===== config.mk =====
export PLATFORM = sky130hd
export DESIGN_NAME = pt2272_frame_sequencer
export DESIGN_NICKNAME = d
export VERILOG_FILES = /design/src/rtl/pt2272_pkg.sv /design/src/rtl/pt2272_hold_timer.sv /design/src/rtl/pt2272_frame_sequencer.sv
export SDC_FILE = /design/constraint.sdc
export NUM_CORES = 1
export LEC_CHECK = 0
export BUFFER_PORTS_ARGS = -buffer_cell sky130_fd_sc_hd__buf_2
export CAP_MARGIN = 20
export CORE_UTILIZATION = 57
export CTS_BUF_LIST = sky130_fd_sc_hd__clkbuf_16
export DETAILED_ROUTE_END_ITERATION = 8
export PLACE_DENSITY = 0.81
export SLEW_MARGIN = 40
export SYNTH_ARGS = -nofsm -noshare
export SYNTH_HDL_FRONTEND = slang
export SYNTH_HIERARCHICAL = 1
export SYNTH_SLANG_ARGS = --single-unit
export TNS_END_PERCENT = 5

===== constraint.sdc =====
create_clock -name osc_clk -period 2.3 [get_ports osc_clk]
set_input_delay 0 -clock osc_clk [delete_from_list [all_inputs] [get_ports osc_clk]]
set_output_delay 0 -clock osc_clk [all_outputs]
set_load 0.03 [all_outputs]

===== src/rtl/pt2272_pkg.sv =====
// Shared symbol codes, frame geometry and sequencer state type for the PT2272 receive path.
package pt2272_pkg;

    localparam logic [1:0] SYM_0    = 2'b00;
    localparam logic [1:0] SYM_1    = 2'b11;
    localparam logic [1:0] SYM_F    = 2'b10;
    localparam logic [1:0] SYM_SYNC = 2'b01;

    localparam int unsigned FRAME_ADDR_SYMS = 8;
    localparam int unsigned FRAME_DATA_SYMS = 4;

    typedef enum logic [1:0] {
        HUNT    = 2'd0,
        COLLECT = 2'd1,
        TAIL    = 2'd2
    } seq_state_t;

    // A floating trit must be F; a fixed trit must be the doubled address bit.
    function automatic logic trit_match(input logic [1:0] code, input logic val, input logic f);
        return f ? (code == SYM_F) : (code == {val, val});
    endfunction

endpackage


===== src/rtl/pt2272_hold_timer.sv =====
// Hold-time counter: runs while dv is high, reloads on every confirmation.
module pt2272_hold_timer #(
    parameter int unsigned TIMEOUT_CYC = 1024
) (
    input  logic osc_clk,
    input  logic reset,
    input  logic reload,
    input  logic run,
    output logic expired
);

    localparam int unsigned W = $clog2(TIMEOUT_CYC + 1);

    logic [W-1:0] cnt_q;

    assign expired = run && (cnt_q == W'(TIMEOUT_CYC - 1));

    always_ff @(posedge osc_clk or posedge reset) begin
        if (reset) begin
            cnt_q <= '0;
        end else if (reload) begin
            cnt_q <= '0;
        end else if (run && !expired) begin
            cnt_q <= cnt_q + 1'b1;
        end
    end

endmodule


===== src/rtl/pt2272_frame_sequencer.sv =====
// PT2272 frame assembly, address check, multi-frame confirmation and D/dv output control.
module pt2272_frame_sequencer
    import pt2272_pkg::*;
#(
    parameter int unsigned CONFIRM_FRAMES = 2,
    parameter int unsigned TIMEOUT_CYC    = 1024,
    parameter bit          LATCH          = 1'b0
) (
    input  logic       osc_clk,
    input  logic       reset,
    input  logic       sym_valid,
    input  logic [1:0] sym_code,
    input  logic [7:0] addr_val,
    input  logic [7:0] addr_f,
    output logic [3:0] D,
    output logic       dv,
    output logic       frame_err,
    output logic       busy
);

    localparam logic [2:0] CONF     = 3'(CONFIRM_FRAMES);
    localparam logic [3:0] LAST_IDX = 4'(FRAME_ADDR_SYMS + FRAME_DATA_SYMS - 1);

    seq_state_t                 state_q;
    logic [3:0]                 idx_q;
    logic                       bad_q;
    logic [FRAME_DATA_SYMS-1:0] dbuf_q;
    logic [FRAME_DATA_SYMS-1:0] prev_data_q;
    logic                       prev_valid_q;
    logic [2:0]                 match_cnt_q;
    logic                       confirm_q;
    logic [3:0]                 d_q;
    logic                       dv_q;
    logic                       frame_err_q;

    logic       is_sync;
    logic       sym_ok_d;
    logic       good_d;
    logic       same_d;
    logic [2:0] match_cnt_d;
    logic       expired;

    assign is_sync = (sym_code == SYM_SYNC);

    // Address trits occupy idx 0..7 (bit 3 clear); data symbols occupy idx 8..11.
    always_comb begin
        sym_ok_d = 1'b1;
        if (!idx_q[3]) begin
            sym_ok_d = trit_match(sym_code, addr_val[idx_q[2:0]], addr_f[idx_q[2:0]]);
        end else begin
            sym_ok_d = (sym_code == SYM_0) || (sym_code == SYM_1);
        end
    end

    always_comb begin
        good_d      = !bad_q;
        same_d      = prev_valid_q && (dbuf_q == prev_data_q);
        match_cnt_d = '0;
        if (good_d) begin
            if (same_d) begin
                match_cnt_d = (match_cnt_q == CONF) ? match_cnt_q : match_cnt_q + 1'b1;
            end else begin
                match_cnt_d = 3'd1;
            end
        end
    end

    pt2272_hold_timer #(
        .TIMEOUT_CYC(TIMEOUT_CYC)
    ) u_hold_timer (
        .osc_clk(osc_clk),
        .reset  (reset),
        .reload (confirm_q),
        .run    (dv_q),
        .expired(expired)
    );

    always_ff @(posedge osc_clk or posedge reset) begin
        if (reset) begin
            state_q      <= HUNT;
            idx_q        <= '0;
            bad_q        <= 1'b0;
            dbuf_q       <= '0;
            prev_data_q  <= '0;
            prev_valid_q <= 1'b0;
            match_cnt_q  <= '0;
            confirm_q    <= 1'b0;
            d_q          <= '0;
            dv_q         <= 1'b0;
            frame_err_q  <= 1'b0;
        end else begin
            frame_err_q <= 1'b0;
            confirm_q   <= 1'b0;

            if (confirm_q) begin
                dv_q <= 1'b1;
                d_q  <= prev_data_q;
            end else if (expired) begin
                dv_q         <= 1'b0;
                match_cnt_q  <= '0;
                prev_valid_q <= 1'b0;
                if (!LATCH) d_q <= '0;
            end

            // Frame evaluation below is written later so it overrides an expiry clear on the same edge.
            case (state_q)
                HUNT: begin
                    if (sym_valid && is_sync) begin
                        state_q <= COLLECT;
                        idx_q   <= '0;
                        bad_q   <= 1'b0;
                    end
                end
                COLLECT: begin
                    if (sym_valid) begin
                        if (is_sync) begin
                            frame_err_q <= 1'b1;
                            idx_q       <= '0;
                            bad_q       <= 1'b0;
                        end else begin
                            if (!sym_ok_d) bad_q <= 1'b1;
                            if (idx_q[3] && sym_ok_d) dbuf_q[idx_q[1:0]] <= sym_code[0];
                            if (idx_q == LAST_IDX) begin
                                state_q <= TAIL;
                            end else begin
                                idx_q <= idx_q + 1'b1;
                            end
                        end
                    end
                end
                TAIL: begin
                    if (sym_valid) begin
                        if (is_sync) begin
                            if (!good_d) frame_err_q <= 1'b1;
                            match_cnt_q  <= match_cnt_d;
                            prev_valid_q <= good_d;
                            if (good_d && !same_d) prev_data_q <= dbuf_q;
                            confirm_q    <= good_d && (match_cnt_d == CONF);
                            state_q      <= COLLECT;
                            idx_q        <= '0;
                            bad_q        <= 1'b0;
                        end else begin
                            frame_err_q <= 1'b1;
                            state_q     <= HUNT;
                        end
                    end
                end
                default: state_q <= HUNT;
            endcase
        end
    end

    assign D         = d_q;
    assign dv        = dv_q;
    assign frame_err = frame_err_q;
    assign busy      = (state_q == COLLECT) || (state_q == TAIL);

endmodule


## Word-level counts from Yosys, hierarchy flattened

Index checks and enable logic that the tools add are counted.
Widths: inputs -> output; s select.

- Bitwise operators: 1
- Equal/unequal tests: 19
- Reductions and logical operators: 23
- $add $sub $neg: 3
- Muxes and demuxes: 58
- $lt $le $gt $ge: 3

Operator list:

| cell | number |
|---|---|
| $mux 4 | 8 |
| $mux 1 | 27 |
| $mux 3 | 8 |
| $mux 11 | 2 |
| $ne 2x2->1 const B | 6 |
| $pmux 4 s3 | 1 |
| $reduce_and 6->1 | 2 |
| $add 11x1->11 const B | 1 |
| $eq 11x10->1 const B | 1 |
| $mux 2 | 5 |
| $logic_and 1x1->1 | 8 |
| $reduce_and 4->1 | 2 |
| $bmux 1 s3 | 2 |
| $eq 2x2->1 const B | 3 |
| $eq 3x2->1 const B | 2 |
| $ne 3x3->1 const B | 2 |
| $pmux 2 s3 | 1 |
| $reduce_and 5->1 | 1 |
| $add 4x1->4 const B | 1 |
| $bwmux 4 | 1 |
| $eq 2x1->1 const B | 2 |
| $eq 4x4->1 | 1 |
| $eq 4x4->1 const B | 1 |
| $logic_not 2->1 | 2 |
| other kinds (13) | 17 |

- Output and inout bits: 7
- Input bits: 21
- Bits in registers: 37

## Longest topological paths before layout

Gate-level depths: netlist of the first run.

- Depth after elaboration: 9
- Depth in mapped cells: 9
- Mapped depth without buffers: 8

## Hierarchy

Netlist of the first run, hierarchy kept.

By module, submodules not included:

| module | sequential area each (um2) | instances | area an instance (um2) | cells an instance |
|---|---|---|---|---|
| pt2272_frame_sequencer | 650.6 | 1 | 1612.8 | 174 |
| pt2272_hold_timer | 275.3 | 1 | 586.8 | 63 |

## Worst setup path before layout of the first run

OpenSTA, ideal clock, no wires.

- Kind: reg2reg
- Start point: register u_hold_timer.cnt_q[0]
- End point: register match_cnt_q[2]
- Buffers on the path: 1
- Library setup time: 0.127 ns
- Clock period less this slack: 2.126 ns
- Setup slack: 0.174 ns
- Arrival: 1.999 ns
- Required time: 2.173 ns
- Cell stages (with the launch flop): 10
- Path through: dfrtp_1 > ha_1 > nand4_2 > or2_0 > clkbuf_2 > nor4_1 > inv_1 > o21a_1 > o21ba_2 > o22ai_1

- Word-level cells in the longest chain between the ends: 7

RTL lines:

| what | line | RTL |
|---|---|---|
| start, declared | pt2272_hold_timer.sv:14 | `logic [W-1:0] cnt_q;` |
| start signal, assigned | pt2272_hold_timer.sv:24 | `cnt_q <= cnt_q + 1'b1;` |
| $eq 11x10->1 * | pt2272_hold_timer.sv:16 | `assign expired = run && (cnt_q == W'(TIMEOUT_CYC - 1));` |
| $logic_and 1x1->1 * | pt2272_hold_timer.sv:16 |  |
| net expired | pt2272_frame_sequencer.sv:41 | `logic expired;` |
| $mux 3 * | pt2272_frame_sequencer.sv:98 | `end else if (expired) begin` |
| $mux 3 * | pt2272_frame_sequencer.sv:95 | `if (confirm_q) begin` |
| $mux 3 | pt2272_frame_sequencer.sv:133 | `if (is_sync) begin` |
| $mux 3 | pt2272_frame_sequencer.sv:132 | `if (sym_valid) begin` |
| $mux 3 * | pt2272_frame_sequencer.sv:106 | `case (state_q)` |
| end signal, assigned | pt2272_frame_sequencer.sv:135 | `match_cnt_q <= match_cnt_d;` |
| end, declared | pt2272_frame_sequencer.sv:30 | `logic [2:0] match_cnt_q;` |

The timed path passes the listed nets; every way through them passes the cells marked *.
A chain may end at the register's enable or synchronous reset.

## Worst setup path in the final report of the first run

- Start point: register state_q[1]
- End point: register idx_q[2]

- Word-level cells in the longest chain between the ends: 3
- Elaborated cells on any way between the ends: 11
- Classes of those cells: eq/ne (7); mux (1); reduce/logical (3)

RTL lines:

| what | line | RTL |
|---|---|---|
| start, declared | pt2272_frame_sequencer.sv:24 | `seq_state_t state_q;` |
| start signal, assigned | pt2272_frame_sequencer.sv:80 | `state_q <= HUNT;` |
| start signal, assigned | pt2272_frame_sequencer.sv:109 | `state_q <= COLLECT;` |
| start signal, assigned | pt2272_frame_sequencer.sv:124 | `state_q <= TAIL;` |
| $eq 2x1->1 (tied with other cells) | pt2272_frame_sequencer.sv:106 |  |
| $ne 3x3->1 (no line) (tied with other cells) | - |  |
| $reduce_and 6->1 (no line) | - |  |
| end signal, assigned | pt2272_frame_sequencer.sv:126 | `idx_q <= idx_q + 1'b1;` |
| end, declared | pt2272_frame_sequencer.sv:25 | `logic [3:0] idx_q;` |

Parallel ways exist; a longest one is shown, timed or not.

==> results of run 1 <==
-- worst reg2reg max path: cells and delay by family, from the launching register on --
| family | cells | cell delay, ns |
|---|---|---|
| flip-flops | 1 | 0.39 |
| adder cells (fa/ha/maj) | 1 | 0.25 |
| AO/OA/AOI/OAI | 2 | 0.43 |
| AND/OR/NAND/NOR | 3 | 0.83 |
| buffers and inverters | 1 | 0.09 |
-- power by group --
group / switching [µW] / internal (µW)
registers: 53.9 / 685
clock network: 272 / 625
logic: 258 / 220
total: 584 / 1530
-- worst paths after layout --
| kind | endpoint | slack (ns) | depth (start not counted) |
|---|---|---|---|
| hold reg to reg | prev_valid_q | 0.48 | 2 |
| max in group asynchronous | bad_q | 1.59 | 3 |
| setup reg to reg | idx_q[2] | 0.23 | 7 |
| setup / recovery | idx_q[2] | 0.23 | 7 |
| hold / removal | frame_err | 0.03 | 3 |
| min in group asynchronous | u_hold_timer/cnt_q[3] | 0.28 | 3 |
-- final cells by class --
| type | instances | area (µm²) | share of cell area, % |
|---|---|---|---|
| sequential | 37 | 926 | 35.6 |
| multi-input combinational | 177 | 1170 | 45.1 |
| clock inverter | 3 | 68.8 | 2.65 |
| timing repair buffer | 33 | 183 | 7.03 |
| tap | 48 | 60.1 | 2.31 |
| clock buffer | 5 | 125 | 4.81 |
| inverter | 17 | 63.8 | 2.46 |
-- routing by layer --
metal / track usage [%] / vias to the layer above / share of wire, %
met2: 41.8 / 47 / 50
met3: 5.00 / 11 / 3.4
met5: 0 / - / 0
li1: - / 908 / -
met4: 12.8 / 0 / 1.8
met1: 32.7 / 897 / 45
-- flip-flops by register name, indices dropped and copies added, names as in the netlist --
register and flops:
confirm_q 1, frame_err 1, D 4, dbuf_q 4
bad_q 1, idx_q 4, dv 1, u_hold_timer/cnt_q 11
match_cnt_q 3, prev_valid_q 1, state_q 2, prev_data_q 4
-- timing repair --
item                                   in CTS  in global routing
hold buffers                                1                  0
endpoints found under the hold margin      37                  0
buffers inserted                            0                  0
-- cells by family (layout without fill, tap and decap cells) --
kind of cell | after synthesis | after routing
and+or+nand+nor | 98 | 98
AOI/OAI and AO/OA | 45 | 45
DFF | 37 | 37
buffers and inverters | 23 | 58
muxes | 15 | 15
adders and majority gates | 12 | 12
xor gates and xnor gates | 7 | 7
-- through the flow --
stage               setup WS [ns]  power, µW
floorplan                   0.174       1110
global placement            0.317       1200
detailed placement          0.250       1220
CTS                         0.218       2130
global route               0.0400       2220
finish                      0.227       2110
-- synthesized netlist by cell type (all sizes together), types with 2 or more instances --
master | instances | share of area, %
dfrtp | 37 | 42
nand2 | 30 | 5.1
nor2 | 20 | 3.4
inv | 17 | 2.9
o21ai | 13 | 3.0
ha | 12 | 6.8
a21oi | 10 | 2.3
mux2 | 9 | 4.8
nand3 | 9 | 2.0
nor3 | 9 | 2.0
mux2i | 6 | 2.7
nand4 | 6 | 2.0
nand2b | 5 | 1.4
clkbuf | 4 | 0.80
o31ai | 4 | 1.4
xnor2 | 4 | 1.6
or4 | 3 | 1.0
xor2 | 3 | 1.2
a22o | 2 | 0.80
a31oi | 2 | 0.57
nor2b | 2 | 0.57
o2111ai | 2 | 1.1
o21a | 2 | 0.68
or2 | 2 | 0.57
or3 | 2 | 0.57
or4b | 2 | 1.1
==> run_results.csv, run 1 <==
group,metric,value,unit
clock_tree,clock_latency,0.28,ns
finish,final_util,70.5,%
synth,syn-cell-area,0.00220,mm²
sta,whs,0.0316,ns
placement,place_inst,311,
placement,gp_congestion,0.801,
grt,grt_max_degree,27,
synth,ys_types,52,
finish,nFillCells,296,
grt,track_usage,25.7,%
synth,synth_simple_gate_area_share,22.6,%
clock_tree,clk_pin_slew,0.06,ns
setup_path,critPathKind,"flip-flop to flip-flop",
route,wl_per_cell,14.4,µm
sta,rsz0062_at_grt,"no",
synth,avgSynthCellArea,9.28,µm²
clock_tree,cts_tree,"done",
route,first_pass_iters,4,
clock_tree,clock-sinks,37,
sta,finalSetupViolCount,0,
setup_path,crit_arrival,2.27,ns
setup_path,crit_required,2.49,ns
power,leakagePower,0.00125,µW
setup_path,crit_slowest_cell,"dfrtp_1",
finish,layout_common_cells,"37 x dfrtp_1, 30 x nand2_1, 27 x buf_2",
synth,synth_warnings,6,
finish,area.growth.synth_to_final,18.1,%
sta,fin_setup_tns,0,ns
route,via_per_inst,5.82,
sta,max_freq,482,MHz
synth,synthMuxAreaShare,7.51,%
grt,antenna_found_initial,0,
power,worst_ir_drop_vdd,691,µV
setup_path,path_buf_inv,1,
clock_tree,htreeDepth,2,
finish,nets,304,
route,postRouteAntennaNets,0,
die,ios,28,
synth,synth_fa_ha_area_share,6.83,%
placement,dpl_cell_area,0.00239,mm²
setup_path,startpoint,"state_q[1]",
route,wl,4600,µm
synth,seq_area_frac_synth,42.1,%
synth,synthXorXnorAreaFrac,2.79,%
sta,drv_slew,0,
power,p_per_area,813,mW/mm²
finish,stdcell_count,320,
die,die_width,64.1,µm
finish,final_area,0.00260,mm²
setup_path,critPathLaunchType,"flip-flop",
grt,grt_pass1_vias,1821,
finish,layout_commonest_cell,"dfrtp_1",
min_path,min-delay-start,"sym_valid",
sta,worst_pin_slew,0.670,ns
synth,synth_compound_area_share,13.6,%
clock_tree,cts_resized,0,
die,core-area,0.00369,mm²
finish,drive_gt1_share,21.0,%
setup_path,path_max_fanout,6,
synth,async_flop_share,100,%
sta,relSlewSlack,55.0,%
setup_path,path_cells,"inv_1 -> ha_1 -> nor2b_1 -> o31a_1 -> or2_2 -> or3_1 -> o21ai_0",
route,drt_iter0_markers,181,
min_path,hold_path.class,"primary input to flip-flop",
grt,grt.overflow.total,0,
flow_run,cap_violations,0,
route,drc_errors,0,
die,rows,22,
placement,place_hpwl,3210,µm
synth,synth_ff_type,"dfrtp_1",
route,vias,1863,
clock_tree,cts_root_buf,"clkbuf_16",
sta,fin_crit,2.07,ns
die,design.die.area,0.00411,mm²
synth,synth-seq-cells,37,
sta,skew,0.00541,ns
placement,io_buffers,27,
setup_path,path_delay_family,"simple AND/OR/NAND/NOR gates",
sta,hold_viol,0,
setup_path,timing.rr.start,"state_q[1]",
synth,synth_edf_count,0,
synth,syn_nets,270,
clock_tree,cts_made_buffers,5,
outcome,status,"complete, no violations",
setup_path,critPathMaxStageDelay,0.39,ns
grt,grt_pass1_wl,8050,µm
sta,finalCritPeriodShare,90.1,%
die,die_height,64.1,µm
setup_path,crit_path_end_kind,"flip-flop",
finish,num_antenna_cells,0,
synth,syn_inst,237,
synth,synth_top_family_by_area,"simple AND/OR/NAND/NOR gates",
die,initial_core_util,59.6,%
clock_tree,cts_buffer_depth,2,
Power figures use the tool's default switching activity.
==> run 2: changes to the inputs <==
- CAP_MARGIN: 20 -> 0
- CORE_UTILIZATION: 57 -> 55
- PLACE_DENSITY: 0.81 -> 0.78
- clock period: 2.3 -> 2.5 ns (I/O delays scaled with it)
==> run_results.csv, run 2 (synthesis results as in run 1) <==
group,metric,value,unit
setup_path,crit_path_end_kind,"flip-flop",
setup_path,critPathLaunchType,"flip-flop",
clock_tree,htreeDepth,2,
clock_tree,clk_pin_slew,0.06,ns
placement,place_hpwl,3150,µm
power,power,1700,µW
finish,num_antenna_cells,0,
sta,hold_viol,0,
power,p_per_area,672,mW/mm²
placement,gp_congestion,0.808,
route,drt_iter0_markers,160,
sta,finalCritPeriodShare,85.0,%
sta,rsz0062_at_grt,"no",
clock_tree,cts_buffer_depth,2,
finish,final_util,67.6,%
flow_run,cap_violations,0,
grt,grt.overflow.total,0,
setup_path,crit_arrival,2.28,ns
finish,nFillCells,312,
sta,fin_ws,0.376,ns
die,rows,22,
placement,post-place-ws,0.399,ns
grt,grt_pass1_wl,7170,µm
clock_tree,cts_tree,"done",
sta,skew,0.00354,ns
grt,antenna_found_initial,0,
die,design.die.area,0.00426,mm²
finish,drive_gt1_share,20.0,%
finish,largest_reg_flops,11,
sta,fin_setup_tns,0,ns
die,initial_core_util,58.8,%
grt,grt_pass1_vias,1614,
die,core-area,0.00374,mm²
sta,fin_crit,2.12,ns
finish,area.growth.synth_to_final,15.1,%
clock_tree,ctsHoldBuffers,1,
die,die_width,65.2,µm
clock_tree,clock-sinks,37,
route,drc_errors,0,
clock_tree,cts_made_buffers,5,
setup_path,crit_required,2.65,ns
clock_tree,clock_latency,0.28,ns
grt,track_usage,22.4,%
finish,largest-register,"u_hold_timer/cnt_q",
setup_path,startpoint,"u_hold_timer/cnt_q[0]",
route,postRouteAntennaNets,0,
power,leakagePower,0.00122,µW
min_path,hold_path.class,"primary input to flip-flop",
die,die_height,65.2,µm
sta,finalSetupViolCount,0,
route,via_per_inst,5.61,
clock_tree,post_cts_buffers,0,
sta,drv_slew,0,
route,wl,4420,µm
finish,nets,302,
clock_tree,cts_resized,0,
sta,max_freq,471,MHz
route,wl_per_cell,13.9,µm
setup_path,critPathKind,"flip-flop to flip-flop",
power,worst_ir_drop_vdd,536,µV
grt,grt_max_degree,27,
die,ios,28,
min_path,min-delay-start,"sym_valid",
outcome,status,"complete, no violations",
sta,relSlewSlack,55.8,%
finish,layout_common_cells,"37 x dfrtp_1, 30 x nand2_1, 27 x buf_2",
clock_tree,cts_root_buf,"clkbuf_16",
route,first_pass_iters,4,
setup_path,timing.rr.start,"u_hold_timer/cnt_q[0]",
finish,layout_commonest_cell,"dfrtp_1",
placement,io_buffers,27,
sta,worst_pin_slew,0.658,ns
route,vias,1783,
setup_path,path_max_fanout,7,
## run 2: path summary, 6_finish.rpt
path	endpoint	slack, ns	depth (start not counted)
worst max-delay path	match_cnt_q[2]	0.38	8
worst min-delay path	frame_err	0.04	3
worst max register to register	match_cnt_q[2]	0.38	8
worst min register to register	D[0]	0.50	1
max in group asynchronous	confirm_q	1.80	3
min in group asynchronous	u_hold_timer/cnt_q[9]	0.30	3
## run 2: report_power, final
part	switching [µW]	total, µW	leakage, µW	internal [µW]
clock network	233	598	0.0000712	365
logic	221	419	0.000635	198
registers	52.9	683	0.000511	630
## run 2: stage by stage
step                      hold WS, ns  instance area, µm²  instances
after floorplan                -0.148                2200        237
after global placement         0.0311                2380        309
after detailed placement       0.0547                2380        309
after CTS                      0.0297                2530        318
after global routing           0.0654                2530        318
final                          0.0428                2530        318
## run 2: critical path, stage by stage, from the launching register on
cell and delay [ns]:
dfrtp_1 0.37, ha_1 0.24, nand4_2 0.16, or2_0 0.33, nor4_1 0.29, inv_1 0.10
o21a_1 0.22, o21ba_2 0.24, o22ai_1 0.07
## run 2: routing by layer
metal,vias up,routed length [µm],track usage (%)
met5,-,0,0
met2,37,2100,36.2
li1,904,-,-
met4,0,48,7.34
met1,838,2150,30.1
met3,4,117,4.17
## run 2: layout make-up
cell class / count / area (µm²) / area share (%)
inverters: 17 / 63.8 / 2.52
well taps: 48 / 60.1 / 2.37
flip-flops and latches: 37 / 926 / 36.6
multi-input cells: 177 / 1170 / 46.3
clock buffers: 5 / 125 / 4.94
clock inverters: 3 / 17.5 / 0.692
repair buffers: 31 / 168 / 6.62
==> run 3: changes to the inputs <==
- clock period: 2.5 -> 2.1 ns (I/O delays scaled with it)
==> run_results.csv, run 3 (synthesis results as in run 1) <==
group,metric,value,unit
outcome,status,"complete, no violations",
sta,hold_viol,0,
route,wl_per_cell,13.9,µm
placement,place_hpwl,3210,µm
finish,largest-register,"u_hold_timer/cnt_q",
route,via_per_inst,5.63,
setup_path,crit_required,2.25,ns
route,first_pass_iters,4,
sta,worst_pin_slew,0.624,ns
die,rows,22,
setup_path,path_max_fanout,4,
grt,antenna_found_initial,0,
sta,rsz0062_at_grt,"yes",
die,die_height,65.2,µm
setup_path,timing.rr.start,"u_hold_timer/cnt_q[1]",
min_path,hold_path.class,"primary input to flip-flop",
sta,fin_crit,2.06,ns
placement,io_buffers,27,
grt,track_usage,23.7,%
setup_path,crit_arrival,2.22,ns
sta,relSlewSlack,58.4,%
min_path,min-delay-start,"sym_code[0]",
finish,num_antenna_cells,0,
sta,skew,0.00574,ns
placement,dpl_cell_area,0.00243,mm²
route,drc_errors,0,
placement,gp_congestion,0.826,
setup_path,critPathKind,"flip-flop to flip-flop",
placement,place_inst,315,
finish,drive_gt1_share,24.2,%
setup_path,crit_path_end_kind,"flip-flop",
setup_path,critPathLaunchType,"flip-flop",
sta,fin_setup_tns,0,ns
die,core-area,0.00374,mm²
route,vias,1853,
setup_path,startpoint,"u_hold_timer/cnt_q[1]",
die,design.die.area,0.00426,mm²
die,initial_core_util,58.8,%
route,postRouteAntennaNets,0,
clock_tree,cts_root_buf,"clkbuf_16",
power,p_per_area,811,mW/mm²
power,leakagePower,0.00128,µW
sta,finalCritPeriodShare,98.3,%
placement,post-place-ws,0.134,ns
clock_tree,clk_pin_slew,0.06,ns
sta,drv_slew,0,
clock_tree,htreeDepth,2,
sta,finalSetupViolCount,0,
clock_tree,clock-sinks,37,
finish,layout_common_cells,"36 x dfrtp_1, 30 x nand2_1, 27 x buf_2",
clock_tree,cts_made_buffers,5,
sta,fin_ws,0.0359,ns
power,worst_ir_drop_vdd,690,µV
grt,grt_pass1_wl,7700,µm
flow_run,cap_violations,0,
finish,area.growth.synth_to_final,21.8,%
die,die_width,65.2,µm
clock_tree,cts_tree,"done",
finish,largest_reg_flops,11,
grt,grt_max_degree,27,
clock_tree,cts_buffer_depth,2,
grt,grt.overflow.total,0,
sta,max_freq,484,MHz
finish,final_area,0.00268,mm²
grt,grt_pass1_vias,1713,
clock_tree,clock_latency,0.28,ns
die,ios,28,
route,drt_iter0_markers,156,
power,power,2170,µW
route,wl,4570,µm
finish,stdcell_count,329,
finish,nets,313,
finish,layout_commonest_cell,"dfrtp_1",
run 3: routing by layer:
layer / track usage [%] / vias to the layer above / part of all wire, %
met3: 4.17 / 4 / 3.2
met5: 0 / - / 0
met4: 9.78 / 0 / 1.1
met1: 32.1 / 881 / 48
li1: - / 929 / -
met2: 37.4 / 39 / 48
run 3: path summary, 6_finish.rpt:
| kind | end | slack, ns | cells past startpoint |
|---|---|---|---|
| worst max-delay path | match_cnt_q[2] | 0.04 | 8 |
| worst min-delay path | dbuf_q[2] | 0.04 | 2 |
| worst max register to register | match_cnt_q[2] | 0.04 | 8 |
| worst min register to register | prev_valid_q | 0.48 | 2 |
| max in group asynchronous | u_hold_timer/cnt_q[0] | 1.47 | 3 |
| min in group asynchronous | u_hold_timer/cnt_q[3] | 0.30 | 3 |
run 3: repair_timing:
action,CTS,global route
hold endpoints to repair,37,0
hold buffers,1,0
buffers inserted,0,5
resized for setup,0,8
endpoints found under the setup margin,0,2
run 3: worst max-delay path, stage by stage, from the launching register on:
cell     delay [ns]
dfrtp_1        0.42
ha_4           0.19
nand4_4        0.11
or2_1          0.28
nor4_2         0.32
inv_1          0.09
o21a_1         0.22
o21ba_4        0.24
o22ai_2        0.07
run 3: where the power goes:
group	internal, µW	switching [µW]
clock network	555	277
logic	255	303
registers	751	34.5
run 3: layout make-up:
| class | count | area [µm²] |
|---|---|---|
| fillers | 282 | 1060 |
| repair buffers | 42 | 250 |
| flip-flops and latches | 37 | 927 |
| multi-input cells | 177 | 1210 |
| clock inverters | 3 | 41.3 |
| inverters | 17 | 63.8 |
| well taps | 48 | 60.1 |
| clock buffers | 5 | 125 |
run 3: through the flow:
| step | util, % | hold WS (ns) |
|---|---|---|
| floorplan | - | -0.148 |
| global placement | 64.9 | 0.0309 |
| detailed placement | 64.9 | 0.0288 |
| CTS | 69.7 | 0.0477 |
| global route | 71.6 | 0.0665 |
| finish | 71.6 | 0.0428 |
